--- src/rtl/layer_loader.sv ---
// ---------------------------------------------------------------------------
// layer_loader
//
// Purpose:
//   Streams the parameter words of one neural-network layer from a
//   valid/ready source into the per-node shift registers. Each of the sl
//   nodes receives sx+1 words in source order: weights w0..w(sx-1) first,
//   then the bias b, so the bias ends up at the top of the node's data.
//   Every accepted word (a "beat") is registered onto bus. For exactly the
//   following cycle, the one-hot node enable we selects the node that owns
//   the word.
//
// Configuration macro:
//   LAYER_LOADER_ABORT_EN - when defined, adds the abort input. An abort in
//                           LOAD or FIN returns the loader to IDLE and drops
//                           the word offered in that cycle.
//
// Word width:
//   `FXP_N normally comes from the fixed-point header. A 16-bit default is
//   provided here so the module elaborates on its own. The bus is
//   2*`FXP_N bits wide.
//
// Ports:
//   clk       in   clock, rising-edge active
//   rst       in   asynchronous active-low reset
//   start     in   begin a full layer load (sampled only in IDLE)
//   abort     in   (LAYER_LOADER_ABORT_EN only) cancel the current load
//   in_data   in   parameter word from the source
//   in_valid  in   in_data is valid
//   in_ready  out  loader accepts a word this cycle (high only in LOAD)
//   we        out  per-node shift enable; node j uses we[sl-1-j]
//   bus       out  word presented to the node shift registers
//   busy      out  high while in LOAD
//   done      out  one-cycle pulse, coincident with the final we pulse
//   node_idx  out  node currently being loaded
//   word_idx  out  index of the next word for that node
// ---------------------------------------------------------------------------
`ifndef FXP_N
`define FXP_N 16
`endif

module layer_loader #(
    parameter int sx = 4,
    parameter int sl = 3
) (
    input  logic                                      clk,
    input  logic                                      rst,
    input  logic                                      start,
`ifdef LAYER_LOADER_ABORT_EN
    input  logic                                      abort,
`endif
    input  logic [2*`FXP_N-1:0]                       in_data,
    input  logic                                      in_valid,
    output logic                                      in_ready,
    output logic [sl-1:0]                             we,
    output logic [2*`FXP_N-1:0]                       bus,
    output logic                                      busy,
    output logic                                      done,
    output logic [((sl > 1) ? $clog2(sl) : 1)-1:0]    node_idx,
    output logic [$clog2(sx+1)-1:0]                   word_idx
);

    localparam int NW = (sl > 1) ? $clog2(sl) : 1;
    localparam int WW = $clog2(sx + 1);
    localparam int BW = 2 * `FXP_N;

    // The enable for node 0 is the MSB, so node k's enable is this value
    // shifted right by k.
    localparam logic [sl-1:0] WE_NODE0 = sl'(1) << (sl - 1);

    typedef enum logic [1:0] {
        S_IDLE = 2'd0,
        S_LOAD = 2'd1,
        S_FIN  = 2'd2
    } state_t;

    state_t          state_q, state_d;
    logic [NW-1:0]   node_q, node_d;
    logic [WW-1:0]   word_q, word_d;
    logic [sl-1:0]   we_q, we_d;
    logic [BW-1:0]   bus_q, bus_d;

    logic            abort_w;
    logic            beat;
    logic            last_word;
    logic            last_node;

`ifdef LAYER_LOADER_ABORT_EN
    assign abort_w = abort;
`else
    assign abort_w = 1'b0;
`endif

    // An abort wins over a simultaneous beat, so that word is never taken.
    assign beat      = in_valid && (state_q == S_LOAD) && !abort_w;
    assign last_word = (word_q == WW'(sx));
    assign last_node = (node_q == NW'(sl - 1));

    // -----------------------------------------------------------------------
    // FSM: state register
    // -----------------------------------------------------------------------
    always_ff @(posedge clk or negedge rst) begin
        if (!rst) begin
            state_q <= S_IDLE;
        end else begin
            state_q <= state_d;
        end
    end

    // -----------------------------------------------------------------------
    // FSM: next-state logic
    // -----------------------------------------------------------------------
    always_comb begin
        state_d = state_q;
        unique case (state_q)
            S_IDLE: begin
                if (start) begin
                    state_d = S_LOAD;
                end
            end
            S_LOAD: begin
                if (abort_w) begin
                    state_d = S_IDLE;
                end else if (beat && last_word && last_node) begin
                    state_d = S_FIN;
                end
            end
            S_FIN: begin
                state_d = S_IDLE;
            end
            default: begin
                state_d = S_IDLE;
            end
        endcase
    end

    // -----------------------------------------------------------------------
    // FSM: outputs decoded from state
    // FIN lasts one cycle: the cycle after the final beat. That is also
    // the cycle in which the final we pulse is on the bus.
    // -----------------------------------------------------------------------
    always_comb begin
        in_ready = 1'b0;
        busy     = 1'b0;
        done     = 1'b0;
        unique case (state_q)
            S_IDLE: begin
                in_ready = 1'b0;
            end
            S_LOAD: begin
                in_ready = 1'b1;
                busy     = 1'b1;
            end
            S_FIN: begin
                done     = 1'b1;
            end
            default: begin
                in_ready = 1'b0;
            end
        endcase
    end

    // -----------------------------------------------------------------------
    // Datapath next-state: counters, node enable, bus capture
    // -----------------------------------------------------------------------
    always_comb begin
        node_d = node_q;
        word_d = word_q;
        we_d   = '0;
        bus_d  = bus_q;

        if ((state_q != S_LOAD) || abort_w) begin
            // Counters are only meaningful during LOAD. A load always
            // restarts from node 0, word 0.
            node_d = '0;
            word_d = '0;
        end else if (beat) begin
            bus_d = in_data;
            we_d  = WE_NODE0 >> node_q;
            if (last_word) begin
                word_d = '0;
                // The final beat clears the node counter rather than
                // stepping past the last node.
                node_d = last_node ? '0 : node_q + NW'(1);
            end else begin
                word_d = word_q + WW'(1);
            end
        end
    end

    // -----------------------------------------------------------------------
    // Datapath registers
    // -----------------------------------------------------------------------
    always_ff @(posedge clk or negedge rst) begin
        if (!rst) begin
            node_q <= '0;
            word_q <= '0;
            we_q   <= '0;
            bus_q  <= '0;
        end else begin
            node_q <= node_d;
            word_q <= word_d;
            we_q   <= we_d;
            bus_q  <= bus_d;
        end
    end

    assign we       = we_q;
    assign bus      = bus_q;
    assign node_idx = node_q;
    assign word_idx = word_q;

endmodule

--- config.mk ---
export PLATFORM = sky130hd
export DESIGN_NAME = layer_loader
export DESIGN_NICKNAME = d
export VERILOG_FILES = /design/src/rtl/layer_loader.sv
export SDC_FILE = /design/constraint.sdc
export NUM_CORES = 1
export LEC_CHECK = 0
export CORE_MARGIN = 4
export CORE_UTILIZATION = 40
export DETAILED_ROUTE_END_ITERATION = 7
export DONT_BUFFER_PORTS = 1
export PLACE_DENSITY = 0.61
export SYNTH_ARGS = -nofsm -noshare
export SYNTH_HDL_FRONTEND = slang
export SYNTH_SLANG_ARGS = --single-unit
--- constraint.sdc ---
create_clock -name clk -period 3.1 [get_ports clk]
set_clock_uncertainty 0.2 [all_clocks]
set_input_delay 0.62 -clock clk [delete_from_list [all_inputs] [get_ports clk]]
set_output_delay 0.62 -clock clk [all_outputs]
set_load 0.01 [all_outputs]
==> flow_summary.yaml, run 1 <==
outcome:
  outcome: "finished, final reports clean"
yosys:
  synth_top_area_share_pct: 58.7
  synth_top_area_cell: "dfrtp_1"
  synthFlopType: "dfrtp_1"
  netlist_area_um2: 1790
  synth_area_leaders: "dfrtp_1, mux2_4, mux2_2, buf_8, ha_1"
  yosysWarnings: 0
  synth_common_cells: "dfrtp_1, mux2_4, mux2_2"
  yosysSeqAreaShare_pct: 58.7
  synth.net_count: 150
  async_reset_ff_share_pct: 100
  synth_cell_type_count: 26
  avgSynthCellArea_um2: 16.0
  yosys_register_bits: 42
  synth_most_common_cell: "dfrtp_1"
  synth-edff-count: 0
  synth_cells: 112
grt:
  antenna_found_initial: 0
  grt_pass1_wl_um: 4620
  grt_max_degree: 43
  grt_overflow: 0
  grt_usage_pct: 11.2
  grt_pass1_vias: 977
timing:
  tns_ns: 0
  hold_viol: 0
  rsz0062_at_grt: "false"
  worst_slack_ns: 1.30
  slew_headroom_pct: 76.6
  period_share_pct: 58.1
  setup_viol_count_final: 0
  tightest_slew_ns: 0.351
  clock.fmax_ghz: 0.555
  slew_violations: 0
  period_needed_ns: 1.80
critical_path:
  crit_type: "register to output port"
  cp_num_buf_inv: 1
  cp_max_fo: 7
  path_cells: "nand2b_4, inv_6"
  cp_num_cells: 2
  cp_slowest_stage_delay_ns: 0.39
  start_kind: "register"
  rr_worst_depth: 5
  end_kind: "output port"
  worst-endpoint-required_ns: 2.28
  critPathTopFamily: "flip-flops"
  critPathArrivalTime_ns: 0.98
  critPathSlowestCell: "dfrtp_1"
floorplan:
  coreArea_um2: 4350
  io_pins: 79
  row_count: 24
  start_util_pct: 41.1
  die-area_um2: 5610
  die_height_um: 74.9
  die_w_um: 74.9
worst_hold_path:
  hold_depth: 1
  hold_class: "register to register"
clock_network:
  htreeDepth: 2
  cts_tree: "yes"
  path_clk_slew_ns: 0.08
  cts.sinks: 42
  root_buffer: "clkbuf_8"
  insertion_delay_ns: 0.28
  cts_buffer_depth: 2
  cts_buffers: 5
  cts_setup_buffers: 0
  cts_resized: 0
detailed_routing:
  drt_drc_violations_left: 0
  finalWirelength_um: 3160
  drtIter0Drc: 14
  post_drt_wl_per_cell_um: 18.7
  via_per_inst: 5.24
  num_vias: 885
  ant_nets: 0
  dr.pass1.iters: 3
cells_and_area:
  syn2layout_area_growth_pct: 7.47
  diodes: 0
  drive_above_1_share_pct: 38.5
  final_nets: 154
power:
  pwr-share-comb_pct: 18.3
  p_sw_uw: 444
  vdd_drop_max_uv: 333
  clockPowerShare_pct: 24.8
  power_density_nw_per_um2: 745
  power_frac_seq_pct: 56.8
  switching_share_pct: 30.9
  p_leak_nw: 0.892
  intPower_uw: 991
placed_design:
  portBuffers: 0
  dp.final_hpwl_um: 2170
  post-place-ws_ns: 1.45
  gp_congestion: 0.649
run:
  max_cap_violations: 0
## final cells by class
type	instances	area, um2
clock buffers	6	82.6
inverters	3	16.3
multi-input cells	62	668
flip-flops and latches	42	1050
clock inverters	2	12.5
repair buffers	2	30.0
well taps	52	65.1
fillers	401	2430
## metrics by stage
stage | cells | hold slack [ns] | utilization (%) | power (mW) | instance area (um2)
finish | 169 | 0.254 | 44.2 | 1.44 | 1930
global route | 169 | 0.259 | 44.2 | 1.52 | 1930
CTS | 169 | 0.262 | 44.2 | 1.47 | 1930
detailed placement | 159 | 0.125 | 41.4 | 1.08 | 1800
global placement | 159 | 0.125 | 41.4 | 1.07 | 1800
floorplan | 112 | 0.124 | - | 1.04 | 1790
## power by group through the flow
stage | sequential (mW) | clock [mW] | combinational [mW]
after floorplan | 0.795 | 0 | 0.241
after global placement | 0.826 | 0 | 0.242
after detailed placement | 0.830 | 0 | 0.250
after CTS | 0.822 | 0.374 | 0.269
after global routing | 0.837 | 0.390 | 0.293
final | 0.816 | 0.357 | 0.263
## repair_timing
| item | in CTS | in global routing |
|---|---|---|
| setup endpoints to repair | 0 | 0 |
| hold buffers | 2 | 0 |
| endpoints found under the hold margin | 42 | 0 |
## worst paths after layout
check                                   startpoint                 endpoint  slack (ns)
max                         state_q[1]$_DFFE_PN0P_                     busy        1.30
min                         state_q[1]$_DFFE_PN0P_   state_q[0]$_DFFE_PN0P_        0.25
max reg2reg                word_idx[0]$_DFFE_PN0P_  node_idx[1]$_DFFE_PN0P_        1.43
min reg2reg                 state_q[1]$_DFFE_PN0P_   state_q[0]$_DFFE_PN0P_        0.25
max in group asynchronous                      rst       bus[5]$_DFFE_PN0P_        1.90
min in group asynchronous                      rst      bus[11]$_DFFE_PN0P_        0.58
## sequential cells by signal, indices dropped and copies added (netlist names)
register and cells:
bus 32, we 3, word_idx 3, node_idx 2, state_q 2
## cell usage in the layout, fill, tap and decap left out, drive strengths merged
cell          n
nand2b        3
inv           3
nor2          4
dfrtp        42
mux2         32
clkinv        1
nand2         5
nor3          2
dlygate4sd3   1
a211oi        1
clkbuf        6
ha            2
mux2i         1
or3b          1
and2b         1
nor3b         1
buf           1
clkinvlp      1
a21oi         4
o21ai         1
nand3b        1
nand3         2
or3           1
## cell families after synthesis
family / count (synthesis) / synth area share, %
buffers and inverters: 8 / 4.05
and+or+nand+nor: 21 / 7.75
muxes: 33 / 26.3
AOI/OAI and AO/OA: 6 / 1.82
DFF: 42 / 58.7
adders and majority gates: 2 / 1.40
## metal layers
layer / GRT usage, % / vias up / share of wire (%)
met4: 6.52 / 0 / 1.4
met5: 0 / - / 0
met3: 5.34 / 4 / 9.4
li1: - / 393 / -
met2: 18.0 / 36 / 51
met1: 12.1 / 452 / 38
No activity file was read; power rests on OpenSTA's default activity.
==> inputs of run 2 (changes only) <==
Clock period 3.1 ns to 1.85 ns, I/O delays scaled along.
==> run 2 against run 1 <==
  * Die area unchanged
  * Sequential power increased by 68%
  * Cell count unchanged
  * Total power increased by 67%
  * Via count decreased by 0.90%
  * Global-route usage about the same
  * Combinational power increased by 67%
  * Sequential share of layout area unchanged
  * Critical path depth increased by 3
==> flow_summary.yaml, run 2 (synthesized netlist as in run 1, its figures left out) <==
run:
  max_cap_violations: 0
power:
  pwr-share-comb_pct: 18.3
  power_density_nw_per_um2: 1250
  clockPowerShare_pct: 24.8
  intPower_mw: 1.66
  vdd_drop_max_uv: 556
  switching_share_pct: 30.9
  p_leak_nw: 0.892
  power_frac_seq_pct: 56.9
  p_sw_uw: 743
floorplan:
  die_w_um: 74.9
  coreArea_um2: 4350
  start_util_pct: 41.1
  row_count: 24
  die-area_um2: 5610
  die_height_um: 74.9
  io_pins: 79
placed_design:
  place_inst: 159
  gp_congestion: 0.649
  dp.final_hpwl_um: 2180
  portBuffers: 0
timing:
  setup_viol_count_final: 0
  rsz0062_at_grt: "false"
  period_needed_ns: 1.67
  slew_headroom_pct: 76.7
  hold_viol: 0
  period_share_pct: 90.5
  clock.fmax_ghz: 0.597
  tightest_slew_ns: 0.348
  tns_ns: 0
  slew_violations: 0
detailed_routing:
  ant_nets: 0
  drtIter0Drc: 11
  num_vias: 877
  post_drt_wl_per_cell_um: 18.6
  dr.pass1.iters: 3
  via_per_inst: 5.19
  drt_drc_violations_left: 0
  finalWirelength_um: 3140
grt:
  grt_overflow: 0
  grt_pass1_wl_um: 4600
  grt_max_degree: 43
  antenna_found_initial: 0
  grt_usage_pct: 11.2
  grt_pass1_vias: 967
cells_and_area:
  diodes: 0
  fin_cells: 169
  drive_above_1_share_pct: 38.5
  regArea_um2: 1050
  largest_register_ffs: 32
  final.fill_count: 402
  syn2layout_area_growth_pct: 7.47
  final_common_cell: "dfrtp_1"
  multi_input_area_um2: 668
  most-common-layout-cells: "dfrtp_1, mux2_4, clkbuf_8"
  final_nets: 154
critical_path:
  start_kind: "register"
  cp_max_fo: 6
  crit_type: "register to register"
  rrSetupSlack_ns: 0.18
  end_kind: "register"
  rr_startpoint: "word_idx[0]$_DFFE_PN0P_"
  critPathArrivalTime_ns: 1.68
  rr_worst_depth: 5
  path_cells: "inv_1, ha_1, nand3_2, or3b_1, a21oi_1"
  critPathSlowestCell: "dfrtp_1"
  worst-endpoint-required_ns: 1.86
  reg2reg_to: "node_idx[1]$_DFFE_PN0P_"
  cp_slowest_stage_delay_ns: 0.45
clock_network:
  htreeDepth: 2
  cts_buffers: 5
  cts_setup_buffers: 0
  cts_tree: "yes"
  path_clk_slew_ns: 0.08
  insertion_delay_ns: 0.28
  root_buffer: "clkbuf_8"
  cts_buffer_depth: 2
  cts.sinks: 42
  cts_resized: 0
worst_hold_path:
  hold_class: "input port to register"
  hold_depth: 1
  hp-start: "in_data[24]"
  min_to: "bus[24]$_DFFE_PN0P_"
outcome:
  outcome: "finished, final reports clean"
## run 2: cell counts in the layout (fill, tap and decap cells not counted)
Identical to the previous run, type by type.
## run 2: per-stage QoR
stage | setup WS (ns) | utilization, % | total power, mW | area [um2] | hold WS (ns)
3_5_place_dp | 0.197 | 41.4 | 1.81 | 1800 | -0.125
2_1_floorplan | 0.289 | - | 1.74 | 1790 | -0.126
3_3_place_gp | 0.239 | 41.4 | 1.79 | 1800 | -0.125
6_report | 0.176 | 44.2 | 2.40 | 1930 | 0.0272
5_1_grt | 0.0632 | 44.2 | 2.55 | 1930 | 0.00864
4_1_cts | 0.159 | 44.2 | 2.45 | 1930 | 0.0115
## run 2: layout make-up
cell class	count	share of cell area, %
flip-flops and latches	42	54.6
multi-input cells	62	34.7
clock buffers	6	4.29
well taps	52	3.38
repair buffers	2	1.56
inverters	3	0.845
clock inverters	2	0.650
## run 2: worst max path at each step
stage                            start                       to  slack, ns  cells past startpoint
2_1_floorplan  word_idx[0]$_DFFE_PN0P_  node_idx[1]$_DFFE_PN0P_       0.29                      5
3_3_place_gp   word_idx[0]$_DFFE_PN0P_  node_idx[1]$_DFFE_PN0P_       0.24                      5
3_5_place_dp    state_q[0]$_DFFE_PN0P_       bus[4]$_DFFE_PN0P_       0.20                      4
4_1_cts        word_idx[0]$_DFFE_PN0P_  node_idx[1]$_DFFE_PN0P_       0.16                      5
5_1_grt        word_idx[0]$_DFFE_PN0P_  node_idx[1]$_DFFE_PN0P_       0.06                      5
6_report       word_idx[0]$_DFFE_PN0P_  node_idx[1]$_DFFE_PN0P_       0.18                      5
## run 2: critical path, delay by kind of cell (launching register included)
kind                     cells  cell delay (ns)
buffers and inverters        1             0.10
adder cells (fa/ha/maj)      1             0.20
AND/OR/NAND/NOR              2             0.52
flip-flops                   1             0.45
AO/OA/AOI/OAI                1             0.14
## run 2: repair_timing
| item | 4_1_cts | 5_1_grt |
|---|---|---|
| endpoints found under the hold margin | 42 | 0 |
| hold buffers | 2 | 0 |
| setup endpoints to repair | 0 | 0 |
## run 2: metal layers
layer / vias to the layer above / GRT usage, % / wire, um
li1: 390 / - / -
met1: 447 / 12.2 / 1190
met2: 36 / 18.0 / 1620
met3: 4 / 4.94 / 288
met4: 0 / 6.52 / 41
met5: - / 0 / 0
## run 2: power by group through the flow
stage / logic (mW) / registers, mW / clock network (mW)
finish: 0.440 / 1.37 / 0.596
floorplan: 0.403 / 1.33 / 0
global route: 0.490 / 1.40 / 0.655
detailed placement: 0.419 / 1.39 / 0
global placement: 0.405 / 1.38 / 0
CTS: 0.451 / 1.38 / 0.628
==> inputs of run 3 (changes only) <==
Clock period 1.85 ns to 2 ns, I/O delays scaled along.
==> results of run 3 <==
Same layout as run 1 (identical final DEF). Status: finished, final reports clean.
Main changes from that run: setup slack after placement 1.45 ns -> 0.347 ns; setup slack after layout 1.30 ns -> 0.332 ns; hold slack 0.254 ns -> 0.0558 ns; start point of the critical path state_q[1]$_DFFE_PN0P_ -> word_idx[0]$_DFFE_PN0P_; end point of the critical path busy -> node_idx[1]$_DFFE_PN0P_; register-to-register setup slack 1.43 ns -> 0.33 ns; end point of the worst hold path state_q[0]$_DFFE_PN0P_ -> bus[24]$_DFFE_PN0P_; total power 1.44 mW -> 2.22 mW; worst IR drop on VDD 333 uV -> 516 uV
